==> config.mk <==
export PLATFORM = sky130hd
export DESIGN_NAME = rupt_priority_sequencer
export DESIGN_NICKNAME = d
export VERILOG_FILES = /design/src/rtl/agc_rupt_pkg.sv /design/src/rtl/rupt_prio_enc.sv /design/src/rtl/rupt_priority_sequencer.sv
export SDC_FILE = /design/constraint.sdc
export NUM_CORES = 1
export LEC_CHECK = 0
export ABC_AREA = 1
export BUFFER_PORTS_ARGS = -buffer_cell sky130_fd_sc_hd__buf_2
export CAP_MARGIN = 20
export CORE_ASPECT_RATIO = 1.25
export CORE_UTILIZATION = 35
export DETAILED_ROUTE_END_ITERATION = 10
export SYNTH_ARGS = -nofsm -noshare
export SYNTH_HDL_FRONTEND = slang
export SYNTH_SLANG_ARGS = --single-unit
==> constraint.sdc <==
create_clock -name CLOCK -period 3.6 [get_ports CLOCK]
set_input_delay 0.72 -clock CLOCK [delete_from_list [all_inputs] [get_ports CLOCK]]
set_output_delay 0.72 -clock CLOCK [all_outputs]
set_load 0.005 [all_outputs]
==> src/rtl/agc_rupt_pkg.sv <==
// Shared types and constants for the AGC rupt-service datapath.
// Latency: n/a (declarations only).
// Backpressure: n/a.
package agc_rupt_pkg;

    typedef enum logic [1:0] {
        IDLE    = 2'd0,
        GRANT   = 2'd1,
        SERVICE = 2'd2
    } rupt_state_t;

    localparam int NSRC_DEF = 10;

    localparam logic [11:0] VEC_BASE_DEF = 12'o4000;

    // Source indices as seen on RPTAD; RUPTREQ bit i carries index i+1.
    localparam logic [3:0] T6RUPT   = 4'd1;
    localparam logic [3:0] T5RUPT   = 4'd2;
    localparam logic [3:0] T3RUPT   = 4'd3;
    localparam logic [3:0] T4RUPT   = 4'd4;
    localparam logic [3:0] KEYRUPT1 = 4'd5;
    localparam logic [3:0] KEYRUPT2 = 4'd6;
    localparam logic [3:0] UPRUPT   = 4'd7;
    localparam logic [3:0] DNRUPT   = 4'd8;
    localparam logic [3:0] RADARUPT = 4'd9;
    localparam logic [3:0] HNDRUPT  = 4'd10;

endpackage

==> src/rtl/rupt_prio_enc.sv <==
// Fixed-priority encoder: lowest set bit wins, reported as bit index + 1 (0 = none).
// Latency: combinational.
// Backpressure: none.
module rupt_prio_enc #(
    parameter int NSRC = 10
) (
    input  logic [NSRC-1:0] req,
    output logic [3:0]      idx
);

    // Scan from the lowest-priority end so the lowest set bit overwrites last.
    always_comb begin
        idx = 4'd0;
        for (int i = NSRC - 1; i >= 0; i--) begin
            if (req[i]) begin
                idx = 4'(i + 1);
            end
        end
    end

endmodule

==> src/rtl/rupt_priority_sequencer.sv <==
// Latches rupt requests, grants the highest-priority one at an instruction boundary, tracks service, watchdogs lock-up.
// Latency: request visible in PENDING one edge later; grant one edge after NISQ; RPTADDR combinational from RPTAD.
// Backpressure: grant waits for RRPA, next grant waits for RESUME; inhibits only block entry into GRANT.
import agc_rupt_pkg::*;

module rupt_priority_sequencer #(
    parameter int          NSRC      = NSRC_DEF,
    parameter logic [11:0] VEC_BASE  = VEC_BASE_DEF,
    parameter int          RLOCK_CYC = 1024
) (
    input  logic            CLOCK,
    input  logic            rst,
    input  logic            GOJAM,
    input  logic [NSRC-1:0] RUPTREQ,
    input  logic            INHINT,
    input  logic            OVF_,
    input  logic            EXTEND,
    input  logic            NISQ,
    input  logic            RRPA,
    input  logic            RESUME,
    output logic [NSRC-1:0] PENDING,
    output logic            RUPTOR_,
    output logic [3:0]      RPTAD,
    output logic [11:0]     RPTADDR,
    output logic            IIP,
    output logic            RUPTLOCK
);

    localparam int          CW  = $clog2(RLOCK_CYC + 1);
    localparam logic [CW-1:0] LIM = CW'(RLOCK_CYC);

    rupt_state_t     state;
    rupt_state_t     state_nxt;
    logic [3:0]      rptad_nxt;
    logic [3:0]      enc_idx;
    logic [NSRC-1:0] clr_mask;
    logic [NSRC-1:0] pending_nxt;
    logic [CW-1:0]   cnt;
    logic [CW-1:0]   cnt_nxt;
    logic            lock_nxt;
    logic            eligible;

    rupt_prio_enc #(
        .NSRC (NSRC)
    ) u_enc (
        .req (PENDING),
        .idx (enc_idx)
    );

    assign eligible = (|PENDING) && !INHINT && OVF_ && !EXTEND;

    // Vector address is a pure function of the frozen index.
    assign RPTADDR = VEC_BASE + {6'd0, RPTAD, 2'b00};

    // Next-state logic; GOJAM overrides every transition. The acknowledge clears only the granted latch.
    always_comb begin
        state_nxt = state;
        rptad_nxt = RPTAD;
        clr_mask  = '0;
        case (state)
            IDLE: begin
                if (eligible && NISQ) begin
                    state_nxt = GRANT;
                    rptad_nxt = enc_idx;
                end
            end
            GRANT: begin
                if (RRPA) begin
                    state_nxt = SERVICE;
                    for (int i = 0; i < NSRC; i++) begin
                        clr_mask[i] = (RPTAD == 4'(i + 1));
                    end
                end
            end
            SERVICE: begin
                if (RESUME) begin
                    state_nxt = IDLE;
                    rptad_nxt = 4'd0;
                end
            end
            default: begin
                state_nxt = IDLE;
                rptad_nxt = 4'd0;
            end
        endcase
        if (GOJAM) begin
            state_nxt = IDLE;
            rptad_nxt = 4'd0;
            clr_mask  = '0;
        end
    end

    // Request latches: a new request beats a coincident acknowledge of the same bit.
    always_comb begin
        pending_nxt = (PENDING & ~clr_mask) | RUPTREQ;
        if (GOJAM) begin
            pending_nxt = '0;
        end
    end

    // Service-window watchdog: counts while staying in SERVICE, saturates, zeroes on exit; alarm is sticky.
    always_comb begin
        cnt_nxt = cnt;
        if (state_nxt != SERVICE) begin
            cnt_nxt = '0;
        end else if (state == SERVICE && cnt != LIM) begin
            cnt_nxt = cnt + CW'(1);
        end
        lock_nxt = RUPTLOCK || (state_nxt == SERVICE && cnt_nxt == LIM);
        if (GOJAM) begin
            cnt_nxt  = '0;
            lock_nxt = 1'b0;
        end
    end

    // State, latches and all registered outputs.
    always_ff @(posedge CLOCK or posedge rst) begin
        if (rst) begin
            state    <= IDLE;
            PENDING  <= '0;
            RPTAD    <= 4'd0;
            RUPTOR_  <= 1'b1;
            IIP      <= 1'b0;
            RUPTLOCK <= 1'b0;
            cnt      <= '0;
        end else begin
            state    <= state_nxt;
            PENDING  <= pending_nxt;
            RPTAD    <= rptad_nxt;
            RUPTOR_  <= (state_nxt != GRANT);
            IIP      <= (state_nxt == SERVICE);
            RUPTLOCK <= lock_nxt;
            cnt      <= cnt_nxt;
        end
    end

endmodule

==> results by group <==
Status
  • Outcome: finished clean

Power
  • Switching power: roughly 260 uW
  • Clock power share: 0.325
  • Sw frac: 0.306
  • Flop pwr share: 0.477
  • P_leak: 0.00131 uW
  • Comb power frac: 0.198
  • P per Cell Area: between 300 and 400 nW/um^2
  • Max VDD drop: 0.000206 V
  • Internal power: between 500 and 600 uW

Route
  • Via Count: roughly 1800
  • Vias per std cell: 4.70
  • Final antenna-violating net count: 0
  • Residual DRC: 0
  • Post-Route WL: 4.48 mm
  • Drt first-iter violations: between 100 and 150
  • First-pass DRT Iterations: 4
  • DR top layer: met4
  • Met3 Wirelength: between 100 and 150 um
  • Metal2 WL: between 2 and 2.5 mm
  • M1 WL: 1.79 mm
  • Drt wl/cell: around 12 um

Floorplanning
  • Num rows: 30
  • DIE WIDTH: around 70 um
  • Initial Util: 0.362
  • Die ar.: approximately 5900 sq um
  • I/O pin cnt: 48
  • DIE HEIGHT: about 86 um
  • Core ar.: around 5400 sq um

Clocking
  • H-tree depth: 2
  • CTS tree: yes
  • Clock latency at the later pin of the worst-skew pair: about 0.28 ns
  • Clk buf depth: 2
  • Setup Fix Bufs, Post-CTS: 0
  • Clk slew on worst S/H paths: roughly 0.060 ns
  • CTS-repair resized insts: 0
  • CTS Root Cell: clkbuf_8
  • CTS buffer count: 5
  • CTS Sinks: 30
  • Post-CTS Hold Fix Bufs: 0

Critical path
  • Slowest cell on crit path: dfrtp_1
  • Bufs and invs on worst path: 2
  • CP cell instances: inv_2 > ha_1 > inv_1 > nor2_2 > nand3_2 > o21bai_2 > nand2_1 > nand3_2 > nand2_1 > nor2_2 > nand3_2 > a21oi_2
  • CP endpoint kind: flop
  • Critical Path Fanout Max: 11
  • CP max stage delay: 0.48 ns
  • Critical Path Start Type: flop
  • Crit-path most repeated cell: nand3_2
  • Kind of cell adding the most delay to the critical path: simple AND/OR/NAND/NOR gates
  • Crit path DAT: 2.25 ns
  • Critical Path RT: approximately 3.8 ns
  • R2R setup slack: 1.56 ns
  • CP Class: reg2reg

Layout
  • Non-filler cells, final: ~380
  • Synthesis-to-layout area growth: 13.7%
  • Diodes inserted: 0
  • Most frequent cells in the layout: nand2_1 (70), inv_1 (49), buf_2 (39)
  • Fraction of layout cells with a size suffix above 1: 0.207
  • Final #Nets: 334
  • Most common cell after layout, fill and taps aside: nand2_1

STA
  • Setup violations, final: 0
  • Final Hold Slack: ~0.5 ns
  • Setup TNS Final: 0 ns
  • Clock skew: about 0.0049 ns
  • Ratio of final minimum period to clock period: 0.567
  • RSZ-0062 raised after global routing: no
  • Final Hold Fails: 0
  • Fmax: between 0.4 and 0.5 GHz
  • Final critical-path required period: 2.04 ns
  • Max Slew Vio Count: 0

Global routing
  • Pin count of the biggest net entering global routing: 31
  • Initial antenna violation count: 0
  • Global-route wire length before repair: 7.78 mm
  • Vias in the first global route: about 1800
  • Grt total ovfl: 0
  • GR Util All Layers: 0.177

Placed design
  • DP Cell Count: 370
  • IO buf count: 39
  • Detailed Place HPWL: around 3.5 mm
  • Final RePlAce weighted congestion: ~0.79

Flow run
  • Maxcap violations: 0

Synthesis
  • Synth Cell Area: approximately 2000 sq um
  • Syn_area_per_cell: around 7 sq um
  • Synth cell types: 32
  • Synth Register Bits: 30
  • Sequential area share after synthesis: 0.385
  • Synthesized instance count: 277
  • Synth Warn #: 0

Worst hold path
  • Hold Crit Class: in2async
layout make-up:
class	count	area (sq um)
Clock buffer	7	86.3
Clock inverter	1	5.00
Fill cell	606	3180
Inverter	50	188
Multi-Input combinational cell	186	910
Sequential cell	30	752
Tap cell	64	80.1
Timing Repair Buffer	40	203
power groups by stage:
| stage | sequential [uW] | clock [uW] | combinational [uW] |
|---|---|---|---|
| after floorplan | 400 | 0 | 120 |
| after global placement | 407 | 0 | 167 |
| after detailed placement | 406 | 0 | 167 |
| after CTS | 401 | 281 | 169 |
| after global routing | 405 | 296 | 189 |
| final | 401 | 273 | 167 |
synth_stat cells:
library cell	number	share of area
xnor2_1	1	0.0045
a21oi_2	1	0.0045
o21ai_1	1	0.0026
nand3_1	20	0.051
dfstp_2	1	0.013
nor3b_1	1	0.0038
o41ai_1	1	0.0045
inv_1	49	0.094
nand2_2	2	0.0064
nand4_1	5	0.016
clkbuf_1	1	0.0019
nor3_1	6	0.015
nand3_2	5	0.026
nand2_1	70	0.13
o21bai_2	1	0.0058
nor2_1	23	0.044
xor2_1	2	0.0090
nand2_4	1	0.0058
a21oi_1	13	0.033
o31ai_1	2	0.0077
dfrtp_1	29	0.37
conb_1	2	0.0038
buf_6	2	0.012
o22ai_1	1	0.0032
buf_4	13	0.050
inv_2	1	0.0019
ha_1	2	0.013
o21ai_0	14	0.036
nor2_2	4	0.013
o21ai_2	1	0.0045
buf_2	1	0.0026
nor4_2	1	0.0064
flip-flops by register name, summed over array words and instances, names as in the netlist:
| signal | count |
|---|---|
| IIP | 1 |
| PENDING | 10 |
| RPTAD | 4 |
| RUPTLOCK | 1 |
| RUPTOR_ | 1 |
| cnt | 11 |
| state | 2 |
worst min-delay path: stages:
cell and delay [ns]:
buf_2 0.09, inv_1 0.04, buf_4 0.34
path summary, 6_finish.rpt:
check                            to  cells after the start     start
setup / recovery           RUPTLOCK                     12    cnt[0]
hold / removal             RUPTLOCK                      3       rst
setup reg to reg           RUPTLOCK                     12    cnt[0]
hold reg to reg            RUPTLOCK                      2  RUPTLOCK
max in group asynchronous   RUPTOR_                      3       rst
min in group CLOCK         RUPTLOCK                      2  RUPTLOCK
per-layer routing:
layer / GRT usage / up-vias
met3: 0.0279 / 9
li1: - / 916
met2: 0.306 / 47
met5: 0 / -
met1: 0.209 / 806
met4: 0.0761 / 0
cells by family after synthesis:
group	count (synthesis)	share of synthesized area
simple gates	138	0.322
xor+xnor	3	0.0134
other cells	2	0.00384
buf+inv	67	0.162
compound gates	35	0.102
fa+ha+maj	2	0.0128
flops	30	0.385
through the flow:
stage               utilization  total power [uW]  instance area [sq um]  worst slack [ns]
floorplan                     -               520                   1980              1.92
global placement          0.394               574                   2130              1.51
detailed placement        0.394               574                   2130              1.46
CTS                       0.411               850                   2220              1.54
global route              0.411               890                   2220              1.25
finish                    0.411               840                   2220              1.56
Note: power is estimated with default switching activity, not from simulation.
